===== config.mk =====
export PLATFORM = sky130hd
export DESIGN_NAME = gray_monitor
export DESIGN_NICKNAME = d
export VERILOG_FILES = /design/src/rtl/gray_monitor.sv
export SDC_FILE = /design/constraint.sdc
export NUM_CORES = 1
export LEC_CHECK = 0
export CAP_MARGIN = 20
export CORE_UTILIZATION = 49
export DETAILED_ROUTE_END_ITERATION = 8
export GPL_ROUTABILITY_DRIVEN = 1
export PLACE_DENSITY = 0.85
export SYNTH_ARGS = -nofsm -noshare
export SYNTH_HDL_FRONTEND = slang
export SYNTH_SLANG_ARGS = --single-unit

===== constraint.sdc =====
create_clock -name Clk -period 2.7 [get_ports Clk]
set_clock_uncertainty 0.2 [all_clocks]
set_input_delay 0.54 -clock Clk [delete_from_list [all_inputs] [get_ports Clk]]
set_output_delay 0.54 -clock Clk [all_outputs]
set_load 0.005 [all_outputs]

===== src/rtl/gray_monitor.sv =====
// Gray-code counter health monitor: converts each enabled sample to binary, checks single-step legality,
// counts laps and latches faults. Define GRAY_MON_DIR_EN to also accept backward steps and expose Dir.
module gray_monitor #(
    parameter int LAP_W = 8,
    parameter int ERR_W = 4
) (
    input  logic             Clk,
    input  logic             Reset,
    input  logic             En,
    input  logic [2:0]       Gray,
    input  logic             Clr,
    output logic [2:0]       Bin,
    output logic             Valid,
    output logic [LAP_W-1:0] Laps,
    output logic             Err,
`ifdef GRAY_MON_DIR_EN
    output logic             Dir,
`endif
    output logic [ERR_W-1:0] ErrCnt
);

    typedef enum logic [1:0] {
        IDLE  = 2'd0,
        TRACK = 2'd1,
        FAULT = 2'd2
    } state_t;

    state_t           r_state;
    logic [2:0]       r_prev;
    logic [2:0]       r_bin;
    logic             r_valid;
    logic [LAP_W-1:0] r_laps;
    logic             r_err;
    logic [ERR_W-1:0] r_errCnt;
`ifdef GRAY_MON_DIR_EN
    logic             r_dir;
`endif

    function automatic logic [2:0] g2b(input logic [2:0] g);
        logic [2:0] b;
        b[2] = g[2];
        b[1] = g[2] ^ g[1];
        b[0] = b[1] ^ g[0];
        return b;
    endfunction

    logic [2:0] w_b;
    logic [2:0] w_pb;
    logic [2:0] w_pbNext;
    logic [2:0] w_pbPrev;
    logic       w_stall;
    logic       w_fwd;
    logic       w_bwd;

    assign w_b      = g2b(Gray);
    assign w_pb     = g2b(r_prev);
    assign w_pbNext = w_pb + 3'd1;
    assign w_pbPrev = w_pb - 3'd1;
    assign w_stall  = (Gray == r_prev);
    assign w_fwd    = (w_b == w_pbNext);
    assign w_bwd    = (w_b == w_pbPrev);

    // Clr outranks En so a sample arriving with Clr is dropped; a faulting step keeps the last good Bin/prev.
    always_ff @(posedge Clk) begin
        if (Reset) begin
            r_state  <= IDLE;
            r_prev   <= 3'd0;
            r_bin    <= 3'd0;
            r_valid  <= 1'b0;
            r_laps   <= '0;
            r_err    <= 1'b0;
            r_errCnt <= '0;
`ifdef GRAY_MON_DIR_EN
            r_dir    <= 1'b0;
`endif
        end else if (Clr) begin
            r_state <= IDLE;
            r_err   <= 1'b0;
            r_valid <= 1'b0;
        end else if (En) begin
            case (r_state)
                IDLE: begin
                    r_prev  <= Gray;
                    r_bin   <= w_b;
                    r_valid <= 1'b1;
                    r_state <= TRACK;
                end
                TRACK: begin
                    if (w_stall) begin
                        r_state <= TRACK;
                    end else if (w_fwd) begin
                        r_bin  <= w_b;
                        r_prev <= Gray;
`ifdef GRAY_MON_DIR_EN
                        r_dir  <= 1'b0;
`endif
                        if (w_pb == 3'd7 && r_laps != '1)
                            r_laps <= r_laps + LAP_W'(1);
                    end
`ifdef GRAY_MON_DIR_EN
                    else if (w_bwd) begin
                        r_bin  <= w_b;
                        r_prev <= Gray;
                        r_dir  <= 1'b1;
                        if (w_pb == 3'd0 && r_laps != '0)
                            r_laps <= r_laps - LAP_W'(1);
                    end
`endif
                    else begin
                        r_err   <= 1'b1;
                        r_state <= FAULT;
                        if (r_errCnt != '1)
                            r_errCnt <= r_errCnt + ERR_W'(1);
                    end
                end
                FAULT: begin
                    r_state <= FAULT;
                end
                default: begin
                    r_state <= IDLE;
                end
            endcase
        end
    end

    assign Bin    = r_bin;
    assign Valid  = r_valid;
    assign Laps   = r_laps;
    assign Err    = r_err;
    assign ErrCnt = r_errCnt;
`ifdef GRAY_MON_DIR_EN
    assign Dir    = r_dir;
`endif

`ifndef GRAY_MON_DIR_EN
    logic w_unusedBwd;
    assign w_unusedBwd = w_bwd;
`endif

endmodule

==> out/results.ini <==
[sta]
setup_slack_ns=0.103
drv_slew=0
fin_crit_ns=2.60
slew_headroom_pct=69.3
tightestPinTransition_ns=0.458
finalSetupViolCount=0
finalHoldViolCount=0
rsz0062_at_grt=false
fmax_ghz=0.385
fin_crit_sh_pct=96.2

[worst_hold_path]
hold_path_class=register to register
min_from=Err

[logic_synthesis]
synth.distinct_cells=42
synth_nets=141
synth_cells=131
synth_seq_cells=21
yosys_warnings=0
yosysSeqAreaShare_pct=36.8
syn_area_um2=1140
synth.avg_cell_area_um2=8.71

[final_layout]
fillers=196
num-nets-final=180
seq_area_um2=422
drive_gt1_share_pct=17.2
fin_util_pct=69.3
diodes=0
fin_area_um2=1530
multi_input_area_um2=667
area_delta_synth_final_pct=34.4

[clocking]
clock-sinks=21
cts_tree=done
path_clk_slew_ns=0.11
clk_latency_ns=0.30
ctsResizeCount=0
cts_buffers=3
cts.path.max_buffers=2
hold_buffers=0
ctsRootBufferMaster=clkbuf_4
postCtsSetupBuffers=0
htreeDepth=1

[routing]
drt-wirelength-per-cell_um=14.1
postRouteAntennaNets=0
wl_um=2770
first_pass_iters=4
vias=1156
drtIter0Drc=55
drc=0
avgViaCountPerCell=5.87

[power_and_ir_drop]
seq_power_share_pct=55.9
power_frac_comb_pct=17.9
power_leakage_uw=0.000581
ir_drop_v=0.000295
p_int_uw=428
cellPowerDensity_nw_per_um2=375
clock_power_share_pct=26.1
swShare_pct=25.6
finalPower_uw=575
p_sw_uw=147

[floorplan]
start_util_pct=51.6
die-height_um=50.3
die_area_um2=2530
ios=24
die_w_um=50.3
core_area_um2=2210
rows=17

[setup_path]
start_kind=register
worstSetupPathType=register to register
cp.arrival_ns=2.66
cp_data_required_time_ns=2.76
worstPathMaxFanout=5
crit_path_end_kind=register
reg2reg_from=r_prev[1]
startpoint=r_prev[1]

[grt]
track_usage_pct=24.5
grt_pass1_vias=1138
grt_max_degree=15
grt.overflow.total=0
antenna_found_initial=0
grt_pass1_wl_um=4730

[placed_design]
placed_area_um2=1500
gp_congestion=0.891
port-buffer-count=23
dp_hpwl_um=2130
post-place-ws_ns=-0.156

[run_status]
status=finished clean

[job]
maxCapViolCount=0

-- worst paths after layout --
kind | to | slack [ns] | depth (start not counted)
max | Bin[0] | 0.10 | 8
min reg2reg | Err | 0.28 | 1
min | Err | 0.28 | 1
max reg2reg | Bin[0] | 0.10 | 8
-- cell usage in the layout (no fill, tap or decap), types with 3 or more instances in the layout --
cell             count
clkdlybuf4s50_1     23
dfxtp_1             20
buf_4               18
a21oi_1             12
nand3_1             11
nor2_1              10
nand2_1              7
xor2_1               5
inv_1                5
o211ai_1             5
xnor2_1              4
o21a_1               4
o31ai_1              4
or4_1                4
ha_1                 3
clkbuf_4             3
-- worst max-delay path, cell delays in order, from the launching register on --
cell and delay [ns]:
dfxtp_2 0.40, xor2_1 0.17, ha_1 0.25, xor2_1 0.16
buf_4 0.16, a211o_1 0.25, a2111o_1 0.50, a211oi_1 0.31
a41o_2 0.15
-- synth_stat cells (all sizes together) --
| cell type | n | area (um^2) |
|---|---|---|
| nand2b | 1 | 6.26 |
| or3 | 3 | 23.8 |
| o21bai | 1 | 7.51 |
| a211o | 1 | 8.76 |
| nand4 | 1 | 6.26 |
| nor2 | 10 | 37.5 |
| and3b | 1 | 10.0 |
| nor3 | 1 | 5.00 |
| xnor2 | 4 | 35.0 |
| o21a | 4 | 30.0 |
| nor4 | 1 | 6.26 |
| ha | 3 | 37.5 |
| o21ai | 2 | 10.0 |
| dfxtp | 21 | 420 |
| mux2i | 2 | 20.0 |
| xor2 | 5 | 43.8 |
| o311a | 1 | 10.0 |
| a31oi | 2 | 12.5 |
| a31o | 1 | 8.76 |
| nor4bb | 1 | 10.0 |
| inv | 5 | 18.8 |
| o2111ai | 1 | 8.76 |
| nand3 | 11 | 55.1 |
| clkbuf | 3 | 12.5 |
| o211ai | 5 | 37.5 |
| or4 | 4 | 30.0 |
| a41o | 1 | 11.3 |
| buf | 4 | 28.8 |
| a211oi | 2 | 20.0 |
| o211a | 2 | 20.0 |
| a21oi | 12 | 60.1 |
| and3 | 2 | 13.8 |
| a2111o | 1 | 11.3 |
| o31ai | 4 | 30.0 |
| nand2 | 7 | 26.3 |
| nor3b | 1 | 7.51 |
-- logic make-up after synthesis --
logic type	count (synthesis)	share of synthesized area, %
buffers and inverters	12	5.26
adders and majority gates	3	3.29
and+or+nand+nor	44	20.8
xor gates and xnor gates	9	6.91
muxes	2	1.75
AOI/OAI and AO/OA	40	25.1
DFF	21	36.8
-- state kept, by name (all words and copies together), names as in the netlist --
signal / cells
Valid: 1
Err: 1
ErrCnt: 4
Bin: 2
r_state: 2
r_prev: 3
Laps: 8
-- through the flow --
step | hold slack (ns) | setup TNS, ns | cells
2_1_floorplan | 0.264 | 0 | 131
3_3_place_gp | 0.245 | -0.808 | 193
3_5_place_dp | 0.256 | -1.37 | 193
4_1_cts | 0.283 | 0 | 197
5_1_grt | 0.324 | 0 | 197
6_report | 0.281 | 0 | 197
-- final cells by class --
type	instances	area share, %
multi-input combinational	98	43.5
sequential	21	27.5
timing repair buffer	41	23.8
tap	28	2.28
clock buffer	4	1.71
inverter	5	1.22
-- layer usage --
metal | global-route usage [%] | routed length (um) | vias to the layer above
met4 | 15.2 | 74 | 0
met1 | 30.1 | 1260 | 546
met2 | 39.1 | 1320 | 31
met3 | 4.55 | 121 | 9
li1 | - | - | 570
met5 | 0 | 0 | -
-- power groups by stage --
stage	Sequential [uW]	Combinational, uW	Clock (uW)
after global routing	323	112	170
after global placement	328	98.1	0
after detailed placement	328	101	0
final	321	103	150
after CTS	321	102	156
after floorplan	328	54.3	0
Note: power is estimated with default switching activity, not from simulation.
